`config.mk`:
```
export PLATFORM = sky130hd
export DESIGN_NAME = spm_port_adapter
export DESIGN_NICKNAME = d
export VERILOG_FILES = /design/src/rtl/spm_port_pkg.sv /design/src/rtl/spm_load_formatter.sv /design/src/rtl/spm_port_adapter.sv
export SDC_FILE = /design/constraint.sdc
export NUM_CORES = 1
export LEC_CHECK = 0
export ABC_AREA = 1
export ABC_CLOCK_PERIOD_IN_PS = 5400
export CAP_MARGIN = 25
export CORE_UTILIZATION = 39
export DETAILED_ROUTE_END_ITERATION = 6
export PLACE_DENSITY = 0.82
export SLEW_MARGIN = 0
export SYNTH_ARGS = -nofsm -noshare
export SYNTH_HDL_FRONTEND = slang
export SYNTH_HIERARCHICAL = 1
export SYNTH_SLANG_ARGS = --single-unit
```
`constraint.sdc`:
```
create_clock -name clock -period 5.4 [get_ports clock]
set_input_delay 1.35 -clock clock [delete_from_list [all_inputs] [get_ports clock]]
set_output_delay 1.35 -clock clock [all_outputs]
set_load 0.1 [all_outputs]
```
`src/rtl/spm_port_pkg.sv`:
```
// Shared encodings for the scratchpad port adapter: access sizes, FSM states
// and the default scratchpad window base.
package spm_port_pkg;

  localparam logic [1:0] SIZE_BYTE    = 2'b00;
  localparam logic [1:0] SIZE_HALF    = 2'b01;
  localparam logic [1:0] SIZE_WORD    = 2'b10;
  localparam logic [1:0] SIZE_ILLEGAL = 2'b11;

  localparam logic [31:0] SPM_DEFAULT_BASE = 32'hC0000000;

  typedef enum logic [1:0] {
    IDLE = 2'd0,
    RD1  = 2'd1,
    RD2  = 2'd2,
    RESP = 2'd3
  } spmState_e;

endpackage

```
`src/rtl/spm_load_formatter.sv`:
```
// Moves the addressed byte/half lane of a 32-bit SPM word down to bit 0 and
// zero- or sign-extends it to 32 bits.
module spm_load_formatter
  import spm_port_pkg::*;
(
  input  logic [31:0] word,
  input  logic [1:0]  byteOffset,
  input  logic [1:0]  size,
  input  logic        signExtend,
  output logic [31:0] result
);

  logic [31:0] shifted;

  always_comb begin
    shifted = word >> {byteOffset, 3'b000};
    result  = shifted;
    case (size)
      SIZE_BYTE: result = {{24{signExtend & shifted[7]}}, shifted[7:0]};
      SIZE_HALF: result = {{16{signExtend & shifted[15]}}, shifted[15:0]};
      default:   result = shifted;
    endcase
  end

endmodule

```
`src/rtl/spm_port_adapter.sv`:
```
// CPU load/store port to a single-port scratchpad with a registered read port.
// Checks window hit, alignment and size, then issues one SPM access per request.
module spm_port_adapter
  import spm_port_pkg::*;
#(
  parameter logic [31:0] spmBaseAddress = SPM_DEFAULT_BASE,
  parameter int          spmSizeInBytes = 8192
) (
  input  logic        clock,
  input  logic        reset,
  input  logic        cpuRequest,
  input  logic [31:0] cpuAddress,
  input  logic        cpuWe,
  input  logic [1:0]  cpuSize,
  input  logic        cpuSignExtend,
  input  logic [31:0] cpuWriteData,
  output logic        cpuBusy,
  output logic        cpuReady,
  output logic        cpuError,
  output logic [31:0] cpuReadData,
  output logic [17:0] spmAddress,
  output logic [3:0]  spmByteEnables,
  output logic        spmCs,
  output logic        spmWe,
  output logic [31:0] dataToSpm,
  input  logic [31:0] dataFromSpm
);

  localparam logic [31:0] OFFSET_MASK = 32'(spmSizeInBytes - 1);

  spmState_e   stateReg, stateNext;
  logic [1:0]  byteOffsetReg;
  logic [1:0]  sizeReg;
  logic        signReg;
  logic        errorReg;
  logic        isLoadReg;
  logic [31:0] readDataReg;
  logic [31:0] formattedData;

  logic [31:0] windowOffset;
  logic        hit, aligned, sizeLegal, accept, accessOk;
  logic [3:0]  rawEnables;
  logic [31:0] rawWriteData;

  always_comb begin
    windowOffset = cpuAddress & OFFSET_MASK;
    hit          = (cpuAddress & ~OFFSET_MASK) == (spmBaseAddress & ~OFFSET_MASK);
    sizeLegal    = cpuSize != SIZE_ILLEGAL;
    aligned      = 1'b1;
    rawEnables   = 4'b1111;
    rawWriteData = cpuWriteData;
    case (cpuSize)
      SIZE_BYTE: begin
        rawEnables   = 4'b0001 << cpuAddress[1:0];
        rawWriteData = {4{cpuWriteData[7:0]}};
      end
      SIZE_HALF: begin
        aligned      = ~cpuAddress[0];
        rawEnables   = 4'b0011 << cpuAddress[1:0];
        rawWriteData = {2{cpuWriteData[15:0]}};
      end
      default: aligned = cpuAddress[1:0] == 2'b00;
    endcase
    accept   = (stateReg == IDLE) && cpuRequest;
    accessOk = accept && hit && aligned && sizeLegal;
  end

  // The SPM side is only ever driven in the acceptance cycle of a good request.
  assign spmCs          = accessOk;
  assign spmWe          = accessOk & cpuWe;
  assign spmAddress     = accessOk ? 18'(windowOffset >> 2) : 18'd0;
  assign spmByteEnables = accessOk ? rawEnables : 4'b0000;
  assign dataToSpm      = accessOk ? rawWriteData : 32'd0;

  always_comb begin
    stateNext = stateReg;
    case (stateReg)
      IDLE: if (accept) stateNext = (!accessOk || cpuWe) ? RESP : RD1;
      RD1:  stateNext = RD2;
      RD2:  stateNext = RESP;
      RESP: stateNext = IDLE;
      default: stateNext = IDLE;
    endcase
  end

  always_ff @(posedge clock or posedge reset) begin
    if (reset) begin
      stateReg      <= IDLE;
      byteOffsetReg <= 2'b00;
      sizeReg       <= 2'b00;
      signReg       <= 1'b0;
      errorReg      <= 1'b0;
      isLoadReg     <= 1'b0;
      readDataReg   <= 32'd0;
    end else begin
      stateReg <= stateNext;
      if (accept) begin
        byteOffsetReg <= cpuAddress[1:0];
        sizeReg       <= cpuSize;
        signReg       <= cpuSignExtend;
        errorReg      <= ~accessOk;
        isLoadReg     <= accessOk & ~cpuWe;
      end
      if (stateReg == RD2) readDataReg <= formattedData;
    end
  end

  spm_load_formatter uFormatter (
    .word       (dataFromSpm),
    .byteOffset (byteOffsetReg),
    .size       (sizeReg),
    .signExtend (signReg),
    .result     (formattedData)
  );

  assign cpuBusy  = stateReg != IDLE;
  assign cpuReady = stateReg == RESP;
  assign cpuError = (stateReg == RESP) && errorReg;
  // Stores and errors report zero, but the last load result stays visible otherwise.
  assign cpuReadData = ((stateReg == RESP) && !isLoadReg) ? 32'd0 : readDataReg;

endmodule

```
==> reports/metrics.cfg, run 1 <==
[pwr]
power.ir.vdd_worst_mv = 0.232
cellLeakagePower_nw = 2.71
power_density_nw_per_um2 = 453

[sta]
worstMarginPinSlew_ns = 1.01
finClkSkew_ns = 0.00642
report.final.hold_viol_count = 0
setup_viol = 0
max_slew_violation_count = 0
slew-limit-headroom_pct = 32.7
timing.fmax_mhz = 206
period_minus_slack_ns = 4.85
rsz0062_at_grt = no
setup_tns_ns = 0
layout_worst_path_cycle_share_pct = 89.9

[yosys]
synth-warning-count = 6
synthCells = 554
post_synth_instance_area_um2 = 3340
syn_avg_cell_area_um2 = 6.03
synth-seq-cells = 41
yosysUniqueCellTypes = 27
ys_seq_area_share_pct = 30.7

[clocking]
clock_latency_ns = 0.29
clk_pin_slew_ns = 0.07
cell_at_the_root_of_the_clock_tree = sky130_fd_sc_hd__clkbuf_8
cts.sink_count = 41
htree_levels = 2
post_cts.resized_instances = 0
postCtsHoldBufs = 0
cts_setup_buffers = 0
cts_tree = done
clock_path_buffers = 2
cts_made_buffers = 5

[cells_and_area]
post_route_cells_drive_above_1_share_pct = 11.3
nets = 825
diodes = 0
layout.filler_cells = 663
syn_to_final_growth_pct = 71.2
utilization_pct = 69.3

[setup_path]
biggest_fanout_along_the_worst_timing_path = 35
worst-endpoint-arrival_ns = 3.50
worstSetupStartpointType = input pin
worstPathCellList = clkdlybuf4s50_1, inv_2, nand2_4, nor2_1, nor2_1, nand2_1, nor2_2, inv_2, nor3_1, buf_12
endpoint_kind = output port
timing.reg2reg.setup_slack_ns = 2.97
critical_path_top_delay_cell = sky130_fd_sc_hd__clkdlybuf4s50_1
cp_top_family = buffers and inverters
critPathRequiredTime_ns = 4.05
critical_path_buffer_and_inverter_count = 4
critical-path-max-stage-delay_ns = 0.59
criticalPathCategory = in2out

[global_routing]
grt_remaining_overflow = 0
grt_first_pass_wirelength_um = 18700
number_of_global_route_vias_before_repair = 4169
grt_use_total_pct = 27.0
grt_antenna_before_repair = 0
largest_net_degree_at_the_start_of_global_routing = 66

[floorplanning]
io_pins = 194
design.die.area_um2 = 8940
starting_density_of_the_core_pct = 40.5
placementRows = 33
die_height_um = 94.6
core_area_um2 = 8260
fp.dieW_um = 94.6

[detailed_routing]
route.vias.total = 4198
avgViaCountPerCell = 5.10
drc_errors = 0
dr.pass1.iters = 5
detail-route-antenna-nets = 0
avgRoutedWirePerCell_um = 14.6
drt_first_iter_violations = 294
final_routed_wirelength_across_all_metal_layers_um = 12000

[placed_design]
numPortBuffers = 186
place.gp.congestion = 0.928
place.detailed.hpwl_um = 9600

[outcome]
outcome = complete, no violations

[hold_path]
worst_hold_path_type = reg2reg

[flow_run]
cap_viol_max_count = 0

==> cell usage in the layout (no fill, tap or decap) <==
master,netlist,final
sky130_fd_sc_hd__a21oi_1,25,25
sky130_fd_sc_hd__a22oi_1,2,2
sky130_fd_sc_hd__and2_1,1,1
sky130_fd_sc_hd__buf_12,0,49
sky130_fd_sc_hd__buf_4,8,4
sky130_fd_sc_hd__clkbuf_1,13,1
sky130_fd_sc_hd__clkbuf_8,0,6
sky130_fd_sc_hd__clkdlybuf4s50_1,0,137
sky130_fd_sc_hd__conb_1,1,7
sky130_fd_sc_hd__dfrtp_1,41,41
sky130_fd_sc_hd__ha_1,4,3
sky130_fd_sc_hd__ha_2,0,1
sky130_fd_sc_hd__inv_1,71,71
sky130_fd_sc_hd__inv_2,4,4
sky130_fd_sc_hd__nand2_1,135,135
sky130_fd_sc_hd__nand2_2,1,1
sky130_fd_sc_hd__nand2_4,1,1
sky130_fd_sc_hd__nand3_1,35,35
sky130_fd_sc_hd__nand3_2,3,3
sky130_fd_sc_hd__nand3b_1,1,1
sky130_fd_sc_hd__nand3b_4,1,1
sky130_fd_sc_hd__nor2_1,125,124
sky130_fd_sc_hd__nor2_2,3,4
sky130_fd_sc_hd__nor3_1,2,2
sky130_fd_sc_hd__o211ai_1,1,1
sky130_fd_sc_hd__o21ai_0,44,44
sky130_fd_sc_hd__o21ai_2,7,7
sky130_fd_sc_hd__o22ai_1,7,7
==> power breakdown <==
part           switching (mW)  internal, mW  leakage, nW
combinational            1.38         0.489         2.14
sequential             0.0935         0.426        0.526
clock                   0.101         0.101       0.0443
total                    1.57          1.02         2.71
==> final cells by class <==
type                    instances  area [um^2]  area share [%]
clock buffers                   7         86.3            1.51
inverters                      75          282            4.92
multi-input cells             405         1820            31.7
well taps                     105          131            2.30
flip-flops and latches         41         1030            17.9
repair buffers                190         2380            41.6
==> final timing paths <==
path	cells after the start	startpoint	to
worst max-delay path	10	cpuSize[1]	dataToSpm[30]
worst min-delay path	2	errorReg	errorReg
worst max register to register	7	byteOffsetReg[0]	readDataReg[31]
worst min register to register	2	errorReg	errorReg
max in group asynchronous	3	reset	readDataReg[30]
min in group asynchronous	3	reset	readDataReg[11]
==> worst register-to-register path, cell delays in order, from the launching register on <==
cell,delay [ns]
sky130_fd_sc_hd__dfrtp_1,0.87
sky130_fd_sc_hd__inv_2,0.48
sky130_fd_sc_hd__nand2_2,0.18
sky130_fd_sc_hd__nand3_2,0.11
sky130_fd_sc_hd__nand3b_4,0.30
sky130_fd_sc_hd__nand3_1,0.14
sky130_fd_sc_hd__nand2_1,0.09
sky130_fd_sc_hd__o21ai_0,0.10
==> cells by family after synthesis <==
group           count (synthesis)  share of synthesized area (%)
simple gates                  308                           37.7
buf+inv                       114                           15.8
fa+ha+maj                       4                           1.50
flops                          41                           30.7
compound gates                 86                           14.2
other cells                     1                          0.112
==> through the flow <==
stage                     cells  power (mW)  area, um^2  hold slack (ns)  worst slack [ns]
after CTS                   823        2.60        5720            0.505             0.562
after global placement      816        2.34        5640            0.477             0.671
after detailed placement    816        2.39        5640            0.487             0.564
after global routing        823        2.75        5720            0.528             0.396
final                       823        2.59        5720            0.504             0.545
after floorplan             560        1.98        3360            0.453             0.118
==> flip-flops by register name, summed over array words and instances (netlist names) <==
name,count
readDataReg,32
errorReg,1
byteOffsetReg,2
sizeReg,2
stateReg,2
isLoadReg,1
signReg,1
==> synth_stat cells (all sizes together) <==
cell type	instances	area, um^2
ha	4	50.1
conb	1	3.75
o22ai	7	43.8
and2	1	6.26
nor3	2	10.0
o21ai	51	282
nor2	128	488
nand3b	2	27.5
clkbuf	13	48.8
dfrtp	41	1030
a21oi	25	125
nand3	38	205
buf	26	198
nand2	137	524
inv	75	282
a22oi	2	15.0
o211ai	1	7.51
==> layer usage <==
layer | part of all wire [%] | GRT usage [%] | wire, um
met1 | 35 | 26.9 | 4170
met2 | 53 | 53.1 | 6390
met3 | 9.5 | 6.92 | 1140
met4 | 2.8 | 9.60 | 337
met5 | 0 | 0 | 0
No activity file was read; power rests on OpenSTA's default activity.
==> run 2: changes to the inputs <==
--- a/config.mk
+++ b/config.mk
@@ -11,4 +11,5 @@
 export CORE_UTILIZATION = 39
 export DETAILED_ROUTE_END_ITERATION = 6
+export GPL_TIMING_DRIVEN = 1
 export PLACE_DENSITY = 0.82
 export SLEW_MARGIN = 0
==> constraint.sdc (replaced) <==
create_clock -name clock -period 5.4 [get_ports clock]
set_input_delay 0.54 -clock clock [delete_from_list [all_inputs] [get_ports clock]]
set_output_delay 0.54 -clock clock [all_outputs]
set_load 0.1 [all_outputs]
==> run 2 against run 1 <==
  * Clock skew grew 0.0048 ns
  * Fmax grew 19%
  * Non-clock buffer count shrank 2
  * Setup slack gained 0.79 ns
  * First-iteration DRC count shrank 34%
  * Combinational power is essentially flat
  * Total power grew 0.92%
  * Core utilization shrank 7.4 points
  * Critical endpoint unchanged
  * Highest routed layer unchanged
==> reports/metrics.cfg, run 2 (synthesis gave the netlist of run 1 again) <==
[setup_path]
criticalPathCategory = in2out  ; unchanged
endpoint_kind = output port  ; unchanged
regToRegEndpoint = isLoadReg  ; was readDataReg[31]
critical_path_buffer_and_inverter_count = 4  ; unchanged
timing.reg2reg.setup_slack_ns = 2.87  ; was 2.97 ns
biggest_fanout_along_the_worst_timing_path = 35  ; unchanged
worst-endpoint-arrival_ns = 3.53  ; was 3.50 ns
worstReg2RegStart = stateReg[0]  ; was byteOffsetReg[0]
rr_worst_depth = 10  ; was 7
worstPathCellList = clkdlybuf4s50_1, inv_2, nand2_4, nor2_1, nor2_1, nand2_1, nor2_2, inv_2, nor3_1, buf_4  ; was clkdlybuf4s50_1, inv_2, nand2_4, nor2_1, nor2_1, nand2_1, nor2_2, inv_2, nor3_1, buf_12
worstSetupStartpointType = input pin  ; unchanged
cp_top_family = buffers and inverters  ; unchanged
critPathRequiredTime_ns = 4.86  ; was 4.05 ns
critical-path-max-stage-delay_ns = 0.94  ; was 0.59 ns
critical_path_top_delay_cell = sky130_fd_sc_hd__clkdlybuf4s50_1  ; unchanged

[outcome]
outcome = complete, no violations  ; unchanged

[global_routing]
grt_first_pass_wirelength_um = 17400  ; was 18700 um
grt_use_total_pct = 25.2  ; was 27.0%
largest_net_degree_at_the_start_of_global_routing = 66  ; unchanged
grt.met2_usage_pct = 47.7  ; was 53.1%
grt.met3_usage_pct = 6.84  ; was 6.92%
grt_most_used_layer = met2  ; unchanged
grt_remaining_overflow = 0  ; unchanged
met1_usage_pct = 26.7  ; was 26.9%
number_of_global_route_vias_before_repair = 3850  ; was 4169
grt_antenna_before_repair = 0  ; unchanged

[detailed_routing]
avgViaCountPerCell = 4.92  ; was 5.10
detail-route-antenna-nets = 0  ; unchanged
dr.pass1.iters = 5  ; unchanged
drt_first_iter_violations = 193  ; was 294
drc_errors = 0  ; unchanged
avgRoutedWirePerCell_um = 13.6  ; was 14.6 um
final_routed_wirelength_across_all_metal_layers_um = 11200  ; was 12000 um
route.vias.total = 4036  ; was 4198

[sta]
max_slew_violation_count = 0  ; unchanged
worstMarginPinSlew_ns = 0.976  ; was 1.01 ns
timing.fmax_mhz = 246  ; was 206 MHz
slew-limit-headroom_pct = 34.8  ; was 32.7%
setup_viol = 0  ; unchanged
rsz0062_at_grt = no  ; unchanged
setup_tns_ns = 0  ; unchanged
layout_worst_path_cycle_share_pct = 75.3  ; was 89.9%
finClkSkew_ns = 0.0112  ; was 0.00642 ns
report.final.hold_viol_count = 0  ; unchanged
period_minus_slack_ns = 4.07  ; was 4.85 ns

[cells_and_area]
diodes = 0  ; unchanged
largest_register_ffs = 32  ; unchanged
layout_commonest_cell = sky130_fd_sc_hd__clkdlybuf4s50_1  ; unchanged
nets = 823  ; was 825
area_occupied_by_multi_input_gates_um2 = 1820  ; unchanged
final_design_area_no_fill_um2 = 5110  ; was 5720 um^2
layout.filler_cells = 777  ; was 663
syn_to_final_growth_pct = 53.0  ; was 71.2%
register_area_um2 = 1030  ; unchanged
final_cell_mix = sky130_fd_sc_hd__clkdlybuf4s50_1, sky130_fd_sc_hd__nand2_1, sky130_fd_sc_hd__nor2_1  ; unchanged
top_register = readDataReg  ; unchanged
post_route_cells_drive_above_1_share_pct = 11.2  ; was 11.3%

[hold_path]
worst_hold_path_type = reg2reg  ; unchanged
worst_hold_depth = 2  ; unchanged
hold_start = sizeReg[0]  ; was errorReg
worstHoldEndpoint = sizeReg[0]  ; was errorReg

[placed_design]
place.gp.congestion = 0.862  ; was 0.928
placed_cell_area_um2 = 5010  ; was 5640 um^2
numPortBuffers = 186  ; unchanged
place.detailed.hpwl_um = 8850  ; was 9600 um

[pwr]
switchingPower_mw = 1.56  ; was 1.57 mW
internal_power_mw = 1.05  ; was 1.02 mW
cellLeakagePower_nw = 2.58  ; was 2.71 nW
comb_power_share_pct = 71.1  ; was 72.1%
clock_network_power_share_pct = 9.2  ; was 7.8%
seqPwrFrac_pct = 19.7  ; was 20.1%
power_density_nw_per_um2 = 511  ; was 453 nW/um^2
power.ir.vdd_worst_mv = 0.244  ; was 0.232 mV
power_switching_share_pct = 59.8  ; was 60.7%

[clocking]
clock_path_buffers = 2  ; unchanged
cts_tree = done  ; unchanged
cts_setup_buffers = 0  ; unchanged
postCtsHoldBufs = 0  ; unchanged
clk_pin_slew_ns = 0.07  ; about the same
clock_latency_ns = 0.30  ; was 0.29 ns
cts.sink_count = 41  ; unchanged
htree_levels = 2  ; unchanged
cell_at_the_root_of_the_clock_tree = sky130_fd_sc_hd__clkbuf_8  ; unchanged
cts_made_buffers = 5  ; unchanged
post_cts.resized_instances = 0  ; unchanged

[floorplanning]
core_area_um2 = 8260  ; unchanged
fp.dieW_um = 94.6  ; unchanged
placementRows = 33  ; unchanged
die_height_um = 94.6  ; unchanged
design.die.area_um2 = 8940  ; unchanged
starting_density_of_the_core_pct = 40.5  ; unchanged
io_pins = 194  ; unchanged

[flow_run]
cap_viol_max_count = 0  ; unchanged

-- run 2: cell types whose count changed in the layout (fill, tap and decap cells not counted) --
cell,change
sky130_fd_sc_hd__buf_12,-49
sky130_fd_sc_hd__buf_4,+47
sky130_fd_sc_hd__bufinv_16,+1
sky130_fd_sc_hd__clkbuf_1,-1
sky130_fd_sc_hd__clkbuf_8,-1
sky130_fd_sc_hd__clkinv_2,+1
-- run 2: power by group through the flow --
stage               clock network (mW)  registers [mW]  logic [mW]
floorplan                            0           0.469        1.52
global placement                     0           0.517        1.84
detailed placement                   0           0.522        1.86
CTS                              0.244           0.515        1.86
global route                     0.256           0.532        2.01
finish                           0.240           0.516        1.86
-- run 2: per-layer routing --
layer	up-vias	wire length, um
met5	-	0
met4	0	274
met3	28	1050
met2	201	5760
met1	1794	4090
li1	2013	-
-- run 2: per-stage QoR --
| stage | instances | hold WS, ns | worst slack (ns) | util, % | power, mW |
|---|---|---|---|---|---|
| 3_3_place_gp | 814 | 0.491 | 1.47 | 60.7 | 2.36 |
| 4_1_cts | 821 | 0.512 | 1.35 | 61.9 | 2.62 |
| 2_1_floorplan | 560 | 0.453 | 1.63 | - | 1.98 |
| 6_report | 821 | 0.510 | 1.33 | 61.9 | 2.61 |
| 3_5_place_dp | 814 | 0.493 | 1.35 | 60.7 | 2.38 |
| 5_1_grt | 821 | 0.541 | 1.04 | 61.9 | 2.80 |
-- run 2: worst max-delay path by stage --
stage                     start            end  depth (start not counted)
floorplan           stateReg[0]  dataToSpm[30]                         10
global placement     cpuSize[1]  dataToSpm[30]                         10
CTS                  cpuSize[1]  dataToSpm[30]                         10
detailed placement   cpuSize[1]  dataToSpm[30]                         10
global route         cpuSize[1]  dataToSpm[30]                         10
finish               cpuSize[1]  dataToSpm[30]                         10
-- run 2: layout make-up --
class	count	share of cell area [%]
Clock buffer	5	1.35
Tap cell	105	2.57
Multi-Input combinational cell	405	35.5
Sequential cell	41	20.1
Timing Repair Buffer	188	34.3
Clock inverter	2	0.685
Inverter	75	5.51
-- run 2: worst register-to-register path: stages (launching register included) --
cell and delay [ns]:
sky130_fd_sc_hd__dfrtp_1 0.39, sky130_fd_sc_hd__inv_1 0.13, sky130_fd_sc_hd__ha_1 0.19, sky130_fd_sc_hd__nand2_1 0.21, sky130_fd_sc_hd__inv_1 0.15, sky130_fd_sc_hd__nand2_1 0.07, sky130_fd_sc_hd__nor2_1 0.08, sky130_fd_sc_hd__nand2_1 0.07
sky130_fd_sc_hd__nor2_2 0.47, sky130_fd_sc_hd__inv_2 0.39, sky130_fd_sc_hd__o21ai_0 0.28
==> run 3: changes to the inputs <==
Settings changed: ABC_CLOCK_PERIOD_IN_PS 5400 to 3800.
Clock period 5.4 ns to 3.8 ns, I/O delays scaled along.
==> run 3 against run 2 <==
  * Critical path depth fell by 4
  * Global-route usage rose by 1.8 points
  * Die area did not move
  * Wire length rose by 5.3%
  * Largest power group unchanged
==> reports/metrics.cfg, run 3 (synthesis gave the netlist of run 1 again) <==
[outcome]
outcome = complete, no violations  ; unchanged

[setup_path]
worst-endpoint-arrival_ns = 2.57  ; was 3.53 ns
critical_path_top_delay_cell = sky130_fd_sc_hd__clkdlybuf4s50_1  ; unchanged
endpoint_kind = output port  ; unchanged
criticalPathCategory = reg2out  ; was in2out
worstPathCellList = ha_1, inv_1, nor2_2, buf_4, nor2_1, clkdlybuf4s50_1  ; was clkdlybuf4s50_1, inv_2, nand2_4, nor2_1, nor2_1, nand2_1, nor2_2, inv_2, nor3_1, buf_4
biggest_fanout_along_the_worst_timing_path = 32  ; was 35
worstSetupStartpointType = register  ; was input pin
critical-path-max-stage-delay_ns = 1.14  ; was 0.94 ns
critical_path_buffer_and_inverter_count = 3  ; was 4
cp_top_family = buffers and inverters  ; unchanged
critPathRequiredTime_ns = 3.42  ; was 4.86 ns

[sta]
worstMarginPinSlew_ns = 0.971  ; was 0.976 ns
layout_worst_path_cycle_share_pct = 77.8
period_minus_slack_ns = 2.95
rsz0062_at_grt = no  ; unchanged
report.final.hold_viol_count = 0  ; unchanged
finClkSkew_ns = 0.00480  ; was 0.0112 ns
setup_viol = 0  ; unchanged
max_slew_violation_count = 0  ; unchanged
slew-limit-headroom_pct = 35.1  ; was 34.8%
setup_tns_ns = 0  ; unchanged
timing.fmax_mhz = 338

[cells_and_area]
layout.filler_cells = 716  ; was 777
syn_to_final_growth_pct = 69.1  ; was 53.0%
final_design_area_no_fill_um2 = 5650  ; was 5110 um^2
final_cell_mix = sky130_fd_sc_hd__nand2_1, sky130_fd_sc_hd__nor2_1, sky130_fd_sc_hd__clkdlybuf4s50_1  ; was sky130_fd_sc_hd__clkdlybuf4s50_1, sky130_fd_sc_hd__nand2_1, sky130_fd_sc_hd__nor2_1
largest_register_ffs = 32  ; unchanged
top_register = readDataReg  ; unchanged
diodes = 0  ; unchanged
nets = 826  ; was 823
post_route_cells_drive_above_1_share_pct = 15.7  ; was 11.2%
layout_commonest_cell = sky130_fd_sc_hd__nand2_1  ; was sky130_fd_sc_hd__clkdlybuf4s50_1
utilization_pct = 68.4  ; was 61.9%

[pwr]
cellLeakagePower_nw = 2.77  ; was 2.58 nW
power.ir.vdd_worst_mv = 0.277  ; was 0.244 mV
power_density_nw_per_um2 = 642  ; was 511 nW/um^2
power_mw = 3.63  ; was 2.61 mW

[floorplanning]
design.die.area_um2 = 8940  ; unchanged
fp.dieW_um = 94.6  ; unchanged
placementRows = 33  ; unchanged
starting_density_of_the_core_pct = 40.5  ; unchanged
core_area_um2 = 8260  ; unchanged
die_height_um = 94.6  ; unchanged
io_pins = 194  ; unchanged

[clocking]
clk_pin_slew_ns = 0.07  ; about the same
post_cts.resized_instances = 0  ; unchanged
cts.sink_count = 41  ; unchanged
cts_tree = done  ; unchanged
cts_made_buffers = 5  ; unchanged
cell_at_the_root_of_the_clock_tree = sky130_fd_sc_hd__clkbuf_8  ; unchanged
clock_path_buffers = 2  ; unchanged
htree_levels = 2  ; unchanged
clock_latency_ns = 0.30  ; about the same
cts_setup_buffers = 0  ; unchanged
postCtsHoldBufs = 0  ; unchanged

[global_routing]
grt_antenna_before_repair = 0  ; unchanged
grt_first_pass_wirelength_um = 18700  ; was 17400 um
number_of_global_route_vias_before_repair = 4079  ; was 3850
largest_net_degree_at_the_start_of_global_routing = 66  ; unchanged
grt_remaining_overflow = 0  ; unchanged
grt_use_total_pct = 27.0  ; was 25.2%

[detailed_routing]
drc_errors = 0  ; unchanged
detail-route-antenna-nets = 0  ; unchanged
route.vias.total = 4156  ; was 4036
dr.pass1.iters = 5  ; unchanged
avgViaCountPerCell = 5.04  ; was 4.92
final_routed_wirelength_across_all_metal_layers_um = 11800  ; was 11200 um
drt_first_iter_violations = 251  ; was 193
avgRoutedWirePerCell_um = 14.3  ; was 13.6 um

[placed_design]
placed_cell_area_um2 = 5570  ; was 5010 um^2
numPortBuffers = 186  ; unchanged
place.gp.congestion = 0.975  ; was 0.862
place.detailed.hpwl_um = 9440  ; was 8850 um

[hold_path]
worst_hold_path_type = reg2reg  ; unchanged

[flow_run]
cap_viol_max_count = 0  ; unchanged

## run 3: through the flow
stage / cells / setup WS (ns) / hold WS [ns]
floorplan: 560 / 0.194 / 0.453
global placement: 817 / 0.980 / 0.492
detailed placement: 817 / 0.913 / 0.496
CTS: 825 / 0.824 / 0.515
global route: 825 / 0.595 / 0.539
finish: 825 / 0.845 / 0.512
## run 3: final timing paths
kind / startpoint / endpoint / slack (ns) / cells after the start
setup / recovery: stateReg[1] / cpuReadData[4] / 0.85 / 6
max in group asynchronous: reset / readDataReg[30] / 2.90 / 3
hold / removal: errorReg / errorReg / 0.51 / 2
setup reg to reg: byteOffsetReg[1] / readDataReg[27] / 1.69 / 7
min in group asynchronous: reset / readDataReg[5] / 0.53 / 3
hold reg to reg: errorReg / errorReg / 0.51 / 2
## run 3: final cells by class
type                            instances  area, um^2  share of cell area, %
Multi-Input combinational cell        405        1820                   32.1
Clock inverter                          2        10.0                  0.177
Sequential cell                        41        1030                   18.2
Inverter                               75         282                   4.98
Clock buffer                            6        72.6                   1.28
Timing Repair Buffer                  191        2310                   41.0
Tap cell                              105         131                   2.32
## run 3: per-layer routing
metal  routed length, um  global-route usage, %  share of wire (%)
met3                1170                   7.73                 10
met4                 394                   11.4                3.3
met2                6210                   51.3                 53
met5                   0                      0                  0
met1                4000                   27.4                 34
## run 3: report_power, final
group / switching [mW] / internal, mW
clock network: 0.149 / 0.127
registers: 0.0972 / 0.606
logic: 1.99 / 0.658
## run 3: worst reg2reg max path, delay by kind of cell (launching register included)
| kind | cells | cell delay (ns) |
|---|---|---|
| flops | 1 | 0.85 |
| compound gates | 1 | 0.10 |
| buf+inv | 1 | 0.29 |
| simple gates | 5 | 0.71 |
